--- config.mk ---
export PLATFORM = sky130hd
export DESIGN_NAME = sobel_axis_tx
export DESIGN_NICKNAME = d
export VERILOG_FILES = /design/src/rtl/sobel_pkg.sv /design/src/rtl/sobel_pair_fifo.sv /design/src/rtl/sobel_axis_tx.sv
export SDC_FILE = /design/constraint.sdc
export NUM_CORES = 1
export LEC_CHECK = 0
export ABC_AREA = 1
export CORE_AREA = 2 2 183 95
export CTS_CLUSTER_DIAMETER = 60
export DETAILED_ROUTE_END_ITERATION = 10
export DIE_AREA = 0 0 185 97
export GPL_TIMING_DRIVEN = 0
export PLACE_DENSITY_LB_ADDON = 0.2
export SLEW_MARGIN = 20
export SYNTH_ARGS = -nofsm -noshare
export SYNTH_HDL_FRONTEND = slang
export SYNTH_SLANG_ARGS = --single-unit
--- constraint.sdc ---
create_clock -name ACLK -period 5.95 [get_ports ACLK]
set_clock_uncertainty 0.15 [all_clocks]
set_input_delay 0.595 -clock ACLK [delete_from_list [all_inputs] [get_ports ACLK]]
set_output_delay 0.595 -clock ACLK [all_outputs]
set_load 0.01 [all_outputs]
--- src/rtl/sobel_pkg.sv ---
// Shared geometry, FSM state and pixel types for the Sobel M_AXIS transmit stage.
// Macro SOBEL_TX_PACK_EN selects one packed {gy,gx} word per pixel instead of two words.
package sobel_pkg;

    localparam int DEF_IMG_W = 128;
    localparam int DEF_IMG_H = 128;
    localparam int DEF_PIX_W = 8;
    localparam int OUT_W     = DEF_IMG_W - 2;
    localparam int OUT_H     = DEF_IMG_H - 2;

    // Valid convolution output drops the one-pixel border on every side.
    function automatic int words_per_frame(input int img_w, input int img_h);
`ifdef SOBEL_TX_PACK_EN
        return (img_w - 2) * (img_h - 2);
`else
        return 2 * (img_w - 2) * (img_h - 2);
`endif
    endfunction

    localparam int WORDS_PER_FRAME = words_per_frame(DEF_IMG_W, DEF_IMG_H);

    typedef enum logic [1:0] {IDLE, SEND_GX, SEND_GY} tx_state_t;
    typedef logic [DEF_PIX_W-1:0] pixel_t;

endpackage

--- src/rtl/sobel_pair_fifo.sv ---
// Synchronous FIFO for {gy,gx} result pairs; the extra pointer bit separates full from empty.
module sobel_pair_fifo #(
    parameter int WIDTH = 16,
    parameter int DEPTH = 8
) (
    input  logic             clk,
    input  logic             rst,
    input  logic             push,
    input  logic             pop,
    input  logic [WIDTH-1:0] wdata,
    output logic [WIDTH-1:0] rdata,
    output logic             full,
    output logic             empty
);
    localparam int AW = $clog2(DEPTH);

    logic [AW:0]      wr_ptr_q, wr_ptr_d;
    logic [AW:0]      rd_ptr_q, rd_ptr_d;
    logic [WIDTH-1:0] mem_q [DEPTH];
    logic             do_push, do_pop;

    always_comb begin
        full     = (wr_ptr_q[AW] != rd_ptr_q[AW]) && (wr_ptr_q[AW-1:0] == rd_ptr_q[AW-1:0]);
        empty    = (wr_ptr_q == rd_ptr_q);
        do_push  = push && !full;
        do_pop   = pop && !empty;
        wr_ptr_d = wr_ptr_q + {{AW{1'b0}}, do_push};
        rd_ptr_d = rd_ptr_q + {{AW{1'b0}}, do_pop};
        rdata    = mem_q[rd_ptr_q[AW-1:0]];
    end

    always_ff @(posedge clk) begin
        if (rst) begin
            wr_ptr_q <= '0;
            rd_ptr_q <= '0;
        end else begin
            wr_ptr_q <= wr_ptr_d;
            rd_ptr_q <= rd_ptr_d;
        end
    end

    always_ff @(posedge clk) begin
        if (do_push) mem_q[wr_ptr_q[AW-1:0]] <= wdata;
    end

endmodule

--- src/rtl/sobel_axis_tx.sv ---
// Sobel result transmit stage: buffers (gx,gy) pairs and streams them on M_AXIS with per-frame TLAST.
// Macro SOBEL_TX_PACK_EN packs each pair into a single word.
module sobel_axis_tx
    import sobel_pkg::*;
#(
    parameter int IMG_W      = DEF_IMG_W,
    parameter int IMG_H      = DEF_IMG_H,
    parameter int PIX_W      = DEF_PIX_W,
    parameter int DATA_W     = 32,
    parameter int FIFO_DEPTH = 8
) (
    input  logic              ACLK,
    input  logic              ARESET,
    input  logic              res_valid,
    output logic              res_ready,
    input  logic [PIX_W-1:0]  res_gx,
    input  logic [PIX_W-1:0]  res_gy,
    output logic              M_AXIS_TVALID,
    output logic [DATA_W-1:0] M_AXIS_TDATA,
    output logic              M_AXIS_TLAST,
    input  logic              M_AXIS_TREADY,
    output logic              frame_done,
    output logic [15:0]       frame_cnt
);
    localparam int WPF   = words_per_frame(IMG_W, IMG_H);
    localparam int CNT_W = $clog2(WPF + 1);
    localparam logic [CNT_W-1:0] LAST_WORD = CNT_W'(WPF - 1);

    tx_state_t            state_q, state_d;
    logic [2*PIX_W-1:0]   hold_q, hold_d;
    logic [CNT_W-1:0]     word_cnt_q, word_cnt_d;
    logic [15:0]          frame_cnt_q, frame_cnt_d;
    logic                 frame_done_q, frame_done_d;
    logic                 fifo_full, fifo_empty, fifo_pop, beat;
    logic [2*PIX_W-1:0]   fifo_rdata;

    assign res_ready  = !fifo_full && !ARESET;
    assign frame_done = frame_done_q;
    assign frame_cnt  = frame_cnt_q;

    sobel_pair_fifo #(
        .WIDTH (2*PIX_W),
        .DEPTH (FIFO_DEPTH)
    ) u_fifo (
        .clk   (ACLK),
        .rst   (ARESET),
        .push  (res_valid && res_ready),
        .pop   (fifo_pop),
        .wdata ({res_gy, res_gx}),
        .rdata (fifo_rdata),
        .full  (fifo_full),
        .empty (fifo_empty)
    );

    always_comb begin
        state_d       = state_q;
        hold_d        = hold_q;
        word_cnt_d    = word_cnt_q;
        frame_cnt_d   = frame_cnt_q;
        frame_done_d  = 1'b0;
        fifo_pop      = 1'b0;
        M_AXIS_TVALID = 1'b0;
        M_AXIS_TDATA  = '0;

        // TDATA comes only from hold_q, so it cannot move while a beat is stalled.
        case (state_q)
            IDLE: begin
                if (!fifo_empty) begin
                    fifo_pop = 1'b1;
                    hold_d   = fifo_rdata;
                    state_d  = SEND_GX;
                end
            end
            SEND_GX: begin
                M_AXIS_TVALID = 1'b1;
`ifdef SOBEL_TX_PACK_EN
                M_AXIS_TDATA = DATA_W'(hold_q);
                if (M_AXIS_TREADY) begin
                    if (!fifo_empty) begin
                        fifo_pop = 1'b1;
                        hold_d   = fifo_rdata;
                    end else begin
                        state_d = IDLE;
                    end
                end
`else
                M_AXIS_TDATA = DATA_W'(hold_q[PIX_W-1:0]);
                if (M_AXIS_TREADY) state_d = SEND_GY;
`endif
            end
            SEND_GY: begin
                M_AXIS_TVALID = 1'b1;
                M_AXIS_TDATA  = DATA_W'(hold_q[2*PIX_W-1:PIX_W]);
                if (M_AXIS_TREADY) begin
                    if (!fifo_empty) begin
                        fifo_pop = 1'b1;
                        hold_d   = fifo_rdata;
                        state_d  = SEND_GX;
                    end else begin
                        state_d = IDLE;
                    end
                end
            end
            default: state_d = IDLE;
        endcase

        beat         = M_AXIS_TVALID && M_AXIS_TREADY;
        M_AXIS_TLAST = M_AXIS_TVALID && (word_cnt_q == LAST_WORD);
        if (beat) begin
            if (word_cnt_q == LAST_WORD) begin
                word_cnt_d   = '0;
                frame_cnt_d  = frame_cnt_q + 16'd1;
                frame_done_d = 1'b1;
            end else begin
                word_cnt_d = word_cnt_q + CNT_W'(1);
            end
        end
    end

    always_ff @(posedge ACLK) begin
        if (ARESET) begin
            state_q      <= IDLE;
            hold_q       <= '0;
            word_cnt_q   <= '0;
            frame_cnt_q  <= '0;
            frame_done_q <= 1'b0;
        end else begin
            state_q      <= state_d;
            hold_q       <= hold_d;
            word_cnt_q   <= word_cnt_d;
            frame_cnt_q  <= frame_cnt_d;
            frame_done_q <= frame_done_d;
        end
    end

endmodule

==> results.yml <==
status:
  status: "completed"
cells_and_area:
  drive_gt1_frac: 0.111
  nets: 1054
  antenna_cells: 0
  syn_to_final_growth_pct: 18.4
die:
  rows: 33
  ios: 72
  coreArea_sq_mm: 0.0162
  die_h_um: 97
  start_util: 0.518
  die_w_um: 185
  dieArea_sq_mm: 0.0179
yosys:
  synthesis.area_per_instance_sq_um: 9.06
  yosysWarningCount: 0
  synthCells: 926
  synth_cell_types: 28
  synth_area_sq_mm: 0.00839
  ys_ff_latch: 186
  seq_area_frac_synth: 0.596
cts:
  cts_resized: 0
  cts_buffers: 17
  cts_sinks: 186
  clkTransAtPathRegs_ns: 0.07
  insertion_delay_ns: 0.43
  root_buffer: "clkbuf_16"
  cts_tree: "yes"
  cts_buffer_depth: 2
  h-tree-depth: 4
  hold_buffers: 0
  postCtsSetupRepairBufs: 0
timing:
  fmax_mhz: 307
  rsz0062_at_grt: "no"
  period_share: 0.547
  relSlewSlack: 0.459
  post-route-min-period_ns: 3.26
  setup_violations: 0
  setup_slack_ns: 2.69
  slew_viol_final: 0
  finalHoldViolations: 0
  worst_pin_slew_ns: 0.807
  fin_tns_setup_ns: 0
place:
  portBuffers: 47
  hpwl_um: 13500
  gp_congestion: 0.827
  post-place-ws_ns: 2.77
critical_path:
  cp-start-kind: "flop"
  cp-end-kind: "primary output"
  path_cells: "inv_1 > ha_1 > clkinv_1 > a21oi_1 > clkdlybuf4s50_1"
  critPathKind: "flop to primary output"
  path_max_fanout: 9
  slowest_delay_ns: 0.58
  cp_data_required_time_ns: 5.20
  cp.arrival_ns: 2.51
  slowest_stage: "clkdlybuf4s50_1"
routing:
  via_per_inst: 5.13
  drtIter0Drc: 502
  ant_nets: 0
  vias: 6475
  routed_wl_um: 19100
  drc_errors: 0
  wire_per_inst_um: 15.1
  dr.pass1.iters: 5
grt:
  track_usage: 0.217
  grt_max_degree: 20
  antenna_found_initial: 0
  grt_pass1_wl_um: 29900
  grt_pass1_vias: 5873
  grt_remaining_overflow: 0
power_and_ir_drop:
  vdd_drop_max_mv: 0.252
  p_leak_nw: 3.86
  p_per_area_mw_per_mm2: 331
run:
  drv_cap: 0
min_path:
  hold_class: "flop to flop"
==> state kept, by name (all words and copies together) (netlist names) <==
| name | count |
|---|---|
| hold_q | 16 |
| u_fifo.wr_ptr_q | 4 |
| frame_done | 1 |
| word_cnt_q | 15 |
| state_q | 2 |
| u_fifo.rd_ptr_q | 4 |
| u_fifo.mem_q | 128 |
| frame_cnt | 16 |
==> cell usage after synthesis, drive strengths merged <==
library cell,n,share of area
a21oi,31,0.019
buf,50,0.041
clkbuf,11,0.0049
clkinv,1,0.00045
conb,1,0.00045
dfxtp,58,0.14
edfxtp,128,0.46
ha,11,0.016
inv,64,0.029
nand2,310,0.14
nand3,124,0.075
nand4,9,0.0067
nor2,102,0.048
nor3,5,0.0036
o21a,1,0.00089
o21ai,7,0.0042
xnor2,5,0.0052
xor2,8,0.0083
==> worst max-delay path, delay by kind of cell (launching register included) <==
kind            cells  cell delay [ns]
flops               1             0.41
buf+inv             3             0.99
compound gates      1             0.30
fa+ha+maj           1             0.38
==> cell type report <==
class                           count  area, sq um
Fill cell                        1353         6250
Sequential cell                   186         5000
Multi-Input combinational cell    637         2870
Timing Repair Buffer               55          568
Clock buffer                       17          425
Buffer                             61          385
Tap cell                          227          284
Inverter                           65          244
Clock inverter                     14          151
==> power by group <==
part           switching, mW  internal [mW]  leakage [nW]  total (mW)
Clock                  0.544          0.560         0.281        1.10
Sequential            0.0323           1.44          1.63        1.47
Combinational          0.481          0.235          1.95       0.716
==> per-stage QoR <==
stage / power, mW / cells / cell area, sq um / utilization / hold slack (ns)
CTS: 3.30 / 1262 / 9930 / 0.614 / 0.351
finish: 3.29 / 1262 / 9930 / 0.614 / 0.348
floorplan: 1.98 / 949 / 8480 / - / 0.309
global placement: 2.18 / 1223 / 9230 / 0.570 / 0.324
detailed placement: 2.20 / 1231 / 9360 / 0.578 / 0.338
global route: 3.44 / 1262 / 9930 / 0.614 / 0.380
==> cells by family after synthesis <==
kind of cell / synth area share
simple gates: 0.274
flops: 0.596
fa+ha+maj: 0.0164
xor+xnor: 0.0136
other cells: 0.000447
buf+inv: 0.0750
compound gates: 0.0240
==> path summary, 6_finish.rpt <==
check	startpoint	to	slack, ns	cells past startpoint
max	state_q[0]	M_AXIS_TDATA[3]	2.69	5
min	u_fifo.rd_ptr_q[3]	u_fifo.rd_ptr_q[3]	0.35	2
max reg2reg	u_fifo.rd_ptr_q[1]	u_fifo.mem_q[7][3]	3.37	9
min reg2reg	u_fifo.rd_ptr_q[3]	u_fifo.rd_ptr_q[3]	0.35	2
==> placed cells by master (no fill, tap or decap), types with 2 or more instances in the layout <==
cell and instances:
o21ai_0 7, clkinv_4 4, dfxtp_1 58, inv_1 57, nor3_2 3, buf_6 7
edfxtp_1 128, a21oi_1 30, nor3_1 2, inv_8 6, clkinv_8 2, nand4_1 9
nand2_2 6, inv_2 7, clkbuf_16 17, clkdlybuf4s50_1 47, nor2_1 92, nand3_1 123
conb_1 24, nor2_2 8, buf_4 28, nor2_4 2, buf_2 17, nand2_1 304
clkbuf_1 11, xor2_1 8, buf_1 2, xnor2_1 5, ha_1 11, buf_8 4
==> metal layers <==
| metal | share of wire | GRT usage |
|---|---|---|
| met4 | 0.017 | 0.0647 |
| met1 | 0.45 | 0.298 |
| met5 | 0 | 0 |
| met3 | 0.065 | 0.0388 |
| met2 | 0.47 | 0.353 |
No activity file was read; power rests on OpenSTA's default activity.
